### src/rtl/conv16_sched_pkg.sv
// Shared types and elaboration helpers for the conv16 layer sequencer.
package conv16_sched_pkg;

  typedef enum logic [2:0] {
    IDLE,
    CLEAR,
    STREAM,
    DRAIN,
    DONE
  } state_e;

  // Output map edge length for a valid (no padding) convolution.
  function automatic int unsigned out_dim(input int unsigned map_size,
                                          input int unsigned k);
    return map_size - k + 1;
  endfunction

  // Bits needed to hold values 0..n-1, never less than one.
  function automatic int unsigned bits_for(input int unsigned n);
    return (n <= 1) ? 1 : $clog2(n);
  endfunction

  // True when a field of the given width can index count distinct items.
  function automatic bit width_ok(input int unsigned width,
                                  input int unsigned count);
    return width >= $clog2(count);
  endfunction

endpackage

### src/rtl/conv16_sched_raster_cnt.sv
// Row/column raster counter over a MAP_SIZE x MAP_SIZE map. Saturates at the
// last pixel; flags the last pixel and pixels that complete a KxK window.
module raster_cnt
  import conv16_sched_pkg::*;
#(
  parameter int unsigned MAP_SIZE = 7,
  parameter int unsigned K        = 5,
  parameter int unsigned CW       = 3
) (
  input  logic          clk,
  input  logic          rst,
  input  logic          clr,
  input  logic          en,
  output logic [CW-1:0] row,
  output logic [CW-1:0] col,
  output logic          last,
  output logic          win
);

  localparam logic [CW-1:0] MAXP = CW'(MAP_SIZE - 1);
  localparam logic [CW-1:0] KM1  = CW'(K - 1);

  logic [CW-1:0] row_q, row_d, col_q, col_d;

  assign row  = row_q;
  assign col  = col_q;
  assign last = (row_q == MAXP) && (col_q == MAXP);
  assign win  = (row_q >= KM1) && (col_q >= KM1);

  // Advance in raster order; clear has priority over enable.
  always_comb begin
    row_d = row_q;
    col_d = col_q;
    if (clr) begin
      row_d = '0;
      col_d = '0;
    end else if (en && !last) begin
      if (col_q == MAXP) begin
        col_d = '0;
        row_d = row_q + CW'(1);
      end else begin
        col_d = col_q + CW'(1);
      end
    end
  end

  // Counter registers.
  always_ff @(posedge clk) begin
    if (rst) begin
      row_q <= '0;
      col_q <= '0;
    end else begin
      row_q <= row_d;
      col_q <= col_d;
    end
  end

endmodule

### src/rtl/conv16_sched.sv
// Layer-pass sequencer: per filter, clears the window, streams the input
// buffer in raster order and tags each completed window with row/col/filter
// under a valid/ready handshake that freezes the whole pipeline when stalled.
module conv16_sched
  import conv16_sched_pkg::*;
#(
  parameter int MAP_SIZE    = 7,
  parameter int K           = 5,
  parameter int NUM_FILTERS = 16,
  parameter int ADDR_WIDTH  = 6,
  parameter int FILT_WIDTH  = 4,
  parameter int POS_WIDTH   = 3
) (
  input  logic                  clk,
  input  logic                  rst,
  input  logic                  start,
  output logic                  busy,
  output logic                  done,
  output logic                  mem_rd,
  output logic [ADDR_WIDTH-1:0] mem_addr,
  output logic                  conv_en,
  output logic                  conv_rst,
  output logic [FILT_WIDTH-1:0] filt_sel,
  output logic                  out_valid,
  input  logic                  out_ready,
  output logic [POS_WIDTH-1:0]  out_row,
  output logic [POS_WIDTH-1:0]  out_col,
  output logic [FILT_WIDTH-1:0] out_filt
);

  localparam int unsigned           CW        = bits_for(MAP_SIZE);
  localparam logic [CW-1:0]         KM1       = CW'(K - 1);
  localparam logic [FILT_WIDTH-1:0] LAST_FILT = FILT_WIDTH'(NUM_FILTERS - 1);

  if (!width_ok(ADDR_WIDTH, MAP_SIZE * MAP_SIZE)) begin : g_bad_addr
    $error("ADDR_WIDTH too small for MAP_SIZE");
  end
  if (!width_ok(FILT_WIDTH, NUM_FILTERS)) begin : g_bad_filt
    $error("FILT_WIDTH too small for NUM_FILTERS");
  end
  if (!width_ok(POS_WIDTH, out_dim(MAP_SIZE, K))) begin : g_bad_pos
    $error("POS_WIDTH too small for output map");
  end

  state_e                state_q, state_d;
  logic [FILT_WIDTH-1:0] filt_q, filt_d;
  logic                  pend_q, pend_d;
  logic                  ov_q, ov_d;
  logic                  olast_q, olast_d;
  logic [POS_WIDTH-1:0]  orow_q, orow_d, ocol_q, ocol_d;
  logic [FILT_WIDTH-1:0] ofilt_q, ofilt_d;

  logic          stall, rd, shift, clr;
  logic [CW-1:0] iss_row, iss_col, sh_row, sh_col;
  logic          iss_last, iss_win_unused, sh_last, sh_win;

  assign stall = ov_q && !out_ready;
  assign shift = pend_q && !stall;

  raster_cnt #(.MAP_SIZE(MAP_SIZE), .K(K), .CW(CW)) u_iss (
    .clk(clk), .rst(rst), .clr(clr), .en(rd),
    .row(iss_row), .col(iss_col), .last(iss_last), .win(iss_win_unused)
  );

  raster_cnt #(.MAP_SIZE(MAP_SIZE), .K(K), .CW(CW)) u_shift (
    .clk(clk), .rst(rst), .clr(clr), .en(shift),
    .row(sh_row), .col(sh_col), .last(sh_last), .win(sh_win)
  );

  assign mem_addr  = ADDR_WIDTH'(32'(iss_row) * MAP_SIZE + 32'(iss_col));
  assign conv_en   = shift;
  assign filt_sel  = filt_q;
  assign out_valid = ov_q;
  assign out_row   = orow_q;
  assign out_col   = ocol_q;
  assign out_filt  = ofilt_q;

  // State and filter index registers.
  always_ff @(posedge clk) begin
    if (rst) begin
      state_q <= IDLE;
      filt_q  <= '0;
    end else begin
      state_q <= state_d;
      filt_q  <= filt_d;
    end
  end

  // Next state; a filter ends when its last-pixel output handshakes.
  always_comb begin
    state_d = state_q;
    filt_d  = filt_q;
    unique case (state_q)
      IDLE: begin
        if (start) begin
          state_d = CLEAR;
          filt_d  = '0;
        end
      end
      CLEAR:  state_d = STREAM;
      STREAM: if (rd && iss_last) state_d = DRAIN;
      DRAIN: begin
        if (ov_q && olast_q && out_ready) begin
          if (filt_q != LAST_FILT) begin
            filt_d  = filt_q + FILT_WIDTH'(1);
            state_d = CLEAR;
          end else begin
            state_d = DONE;
          end
        end
      end
      DONE:    state_d = IDLE;
      default: state_d = IDLE;
    endcase
  end

  // FSM outputs; reads are suppressed while the output is stalled.
  always_comb begin
    busy     = (state_q != IDLE);
    done     = (state_q == DONE);
    conv_rst = (state_q == CLEAR);
    clr      = (state_q == CLEAR);
    rd       = (state_q == STREAM) && !stall;
    mem_rd   = rd;
  end

  // Read-to-shift and shift-to-output stages; everything holds while stalled,
  // so a pending shift resumes on the first unstalled cycle.
  always_comb begin
    pend_d  = pend_q;
    ov_d    = ov_q;
    olast_d = olast_q;
    orow_d  = orow_q;
    ocol_d  = ocol_q;
    ofilt_d = ofilt_q;
    if (!stall) begin
      pend_d  = rd;
      ov_d    = shift && sh_win;
      olast_d = shift && sh_last;
      if (shift && sh_win) begin
        orow_d  = POS_WIDTH'(sh_row - KM1);
        ocol_d  = POS_WIDTH'(sh_col - KM1);
        ofilt_d = filt_q;
      end
    end
  end

  // Pipeline registers.
  always_ff @(posedge clk) begin
    if (rst) begin
      pend_q  <= 1'b0;
      ov_q    <= 1'b0;
      olast_q <= 1'b0;
      orow_q  <= '0;
      ocol_q  <= '0;
      ofilt_q <= '0;
    end else begin
      pend_q  <= pend_d;
      ov_q    <= ov_d;
      olast_q <= olast_d;
      orow_q  <= orow_d;
      ocol_q  <= ocol_d;
      ofilt_q <= ofilt_d;
    end
  end

endmodule

### config.mk
export PLATFORM = sky130hd
export DESIGN_NAME = conv16_sched
export DESIGN_NICKNAME = d
export VERILOG_FILES = /design/src/rtl/conv16_sched_pkg.sv /design/src/rtl/conv16_sched_raster_cnt.sv /design/src/rtl/conv16_sched.sv
export SDC_FILE = /design/constraint.sdc
export NUM_CORES = 1
export LEC_CHECK = 0
export ABC_AREA = 1
export BUFFER_PORTS_ARGS = -buffer_cell sky130_fd_sc_hd__buf_4
export CAP_MARGIN = 20
export CORE_UTILIZATION = 50
export DETAILED_ROUTE_END_ITERATION = 8
export PLACE_DENSITY_LB_ADDON = 0.1
export SYNTH_ARGS = -nofsm -noshare
export SYNTH_HDL_FRONTEND = slang
export SYNTH_SLANG_ARGS = --single-unit
### constraint.sdc
create_clock -name clk -period 6.5 [get_ports clk]
set_input_delay 0.65 -clock clk [delete_from_list [all_inputs] [get_ports clk]]
set_output_delay 0.65 -clock clk [all_outputs]
set_load 0.02 [all_outputs]
==> results.yml <==
clocking:
  h-tree-depth: 2
  hold_buffers: 0
  cts_root_buf: "clkbuf_8"
  cts_buffer_depth: 2
  clk_latency_ps: 280
  cts_sinks: 32
  cts_setup_buffers: 0
  cts_resized: 0
  cts_made_buffers: 5
  clkTransAtPathRegs_ps: 70
  cts_tree: "built"
grt:
  grt-ovfl-total: 0
  met2_usage_pct: 31.0
  grtUsageTotal_pct: 19.9
  grt_max_degree: 17
  use_met3_pct: 3.83
  grt_pass1_wl_mm: 6.22
  met1_usage_pct: 26.2
  grt_pass1_vias: 1424
  antenna_found_initial: 0
  top_usage_layer: "met2"
floorplanning:
  start_util_pct: 54.1
  die_area_um2: 3970
  rows: 21
  fp.dieH_um: 63.0
  die_w_um: 63.0
  core_area_um2: 3440
  io_pins: 30
synthesis:
  synth_edf_count: 0
  syn-num-nets: 263
  synth_seq_area_share_pct: 34.4
  yosys.area.top_type: "dfxtp_1"
  synth_cell_types: 33
  syn_inst: 241
  synth.area.top_cells: "dfxtp_1 (34%), nand2_1 (11%), ha_1 (9.4%)"
  synthFlopType: "dfxtp_1"
  synth_top_area_share_pct: 34.4
  synth_most_common_cell: "nand2_1"
  synth_warnings: 0
  synth_area_um2: 1860
  ys_ff_latch: 32
  avgSynthCellArea_um2: 7.73
  synth_common_cells: "nand2_1 (53), inv_1 (33), dfxtp_1 (32), a21oi_1 (20), nand3_1 (17)"
  async_flop_share_pct: 0
placed_design:
  placed_area_um2: 2120
  globalplace.congestion: 0.829
  dp_slack_ps: 3310
  dp_hpwl_mm: 2.69
  numPortBuffers: 29
sta:
  fmax_mhz: 289
  layout_worst_path_cycle_share_pct: 53.3
  final-hold-violation-count: 0
  setup_tns_ps: 0
  maxSlewViolCount: 0
  grt_setup_unrepaired: "no"
  slew-limit-headroom_pct: 76.4
  worstMarginPinSlew_ps: 353
  min_period_ps: 3470
  final.setup.worst_slack_ps: 3030
  setup_viol: 0
  finClkSkew_ps: 8.36
critical_path:
  r2r_slack_ps: 4970
  crit_buf_inv: 2
  cpMaxStageDelayCell: "fa_1"
  worstPathCellList: "fa_1 > fa_1 > inv_1 > fa_1 > o21ai_0 > xor2_1 > buf_4"
  crit_path_frequent_cell: "fa_1"
  critPathLaunchType: "flop"
  critPathRequiredTime_ps: 5850
  criticalPathCategory: "reg2out"
  cp-end-kind: "output port"
  critPathMaxFanout: 7
  worstPathArrival_ps: 2820
  cpLargestDelayFamily: "adder cells"
  max_stage_delay_ps: 510
status:
  status: "finished, final reports clean"
pwr:
  p_sw_uw: 219
  leakagePower_nw: 1.06
  power_uw: 612
  comb_power_share_pct: 31.8
  switching_share_pct: 35.8
  p_int_uw: 393
  power_frac_clock_pct: 30.4
  power.density_nw_per_um2: 275
  power_frac_seq_pct: 37.9
  ir_worst_vdd_uv: 174
route:
  routed_via_density: 4.89
  wirelength_mm: 3.54
  drt_iter0_drc: 38
  num_vias: 1566
  first_pass_iters: 4
  routedWlPerCell_um: 11.1
  drc_errors: 0
  ant_nets: 0
flow_run:
  max_cap_violations: 0
cells_and_area:
  diodes: 0
  fin_nets: 295
  drive_gt1_share_pct: 23.0
  areaGrowthSynthToFinish_pct: 19.6
  design_area_um2: 2230
worst_hold_path:
  hold_class: "reg2reg"
[power by group through the flow]
stage,Combinational (mW),Sequential [mW],Clock [mW]
finish,0.194,0.232,0.186
global placement,0.192,0.235,0
global route,0.217,0.235,0.198
floorplan,0.142,0.235,0
CTS,0.196,0.231,0.189
detailed placement,0.195,0.236,0
[cells in the final DEF, fill, tap and decap left out]
cell type,count
nand2_1,53
inv_1,33
dfxtp_1,32
buf_4,29
a21oi_1,20
nand3_1,17
ha_1,14
nor2_1,10
nand4_1,9
inv_2,5
nand2_2,5
clkbuf_8,5
o21ai_0,4
xor2_1,4
fa_1,4
nand3_2,3
nand2_4,3
a21oi_2,3
nor2_4,2
nor3_1,2
nand3b_1,2
nor2_2,2
xnor2_1,1
o21ai_2,1
nor3_2,1
o211a_1,1
nor3_4,1
nor4_1,1
o21bai_2,1
o21ai_1,1
and2_1,1
o21bai_1,1
clkinv_2,1
bufinv_16,1
clkbuf_1,1
[final timing paths]
check | from | endpoint | cells past startpoint
hold reg to reg | out_col[2] | out_col[2] | 2
hold / removal | out_col[2] | out_col[2] | 2
setup / recovery | u_iss.row[1] | mem_addr[5] | 7
setup reg to reg | u_iss.row[0] | u_iss.col[2] | 8
[cell type report]
type	instances	area, µm²
fill	312	1220
multi-input combinational	167	1060
sequential	32	641
timing repair buffer	29	218
inverter	38	143
clock buffer	6	72.6
tap	46	57.6
clock inverter	2	35.0
[through the flow]
step | instances | utilization (%) | hold slack, ps
floorplan | 241 | - | 445
global placement | 312 | 61.5 | 455
detailed placement | 312 | 61.5 | 456
CTS | 320 | 64.7 | 466
global route | 320 | 64.7 | 487
finish | 320 | 64.7 | 462
[logic make-up (layout without fill, tap and decap cells)]
family                   count (synthesis)  count (layout)  synth area share, %
AND/OR/NAND/NOR                        112             112                 30.7
XOR/XNOR                                 5               5                 2.35
buffers and inverters                   42              75                 8.67
flip-flops                              32              32                 34.4
adder cells (fa/ha/maj)                 18              18                 13.7
AO/OA/AOI/OAI                           32              32                 10.1
[layer usage]
metal  up-vias  share of wire [%]
li1        839                  -
met1       703                 51
met2        19                 45
met3         5                2.8
met4         0                1.6
met5         -                  0
[worst min-delay path, stage by stage, from the launching register on]
cell	delay (ps)
dfxtp_1	310
nand3_1	70
inv_1	30
No activity file was read; power rests on OpenSTA's default activity.
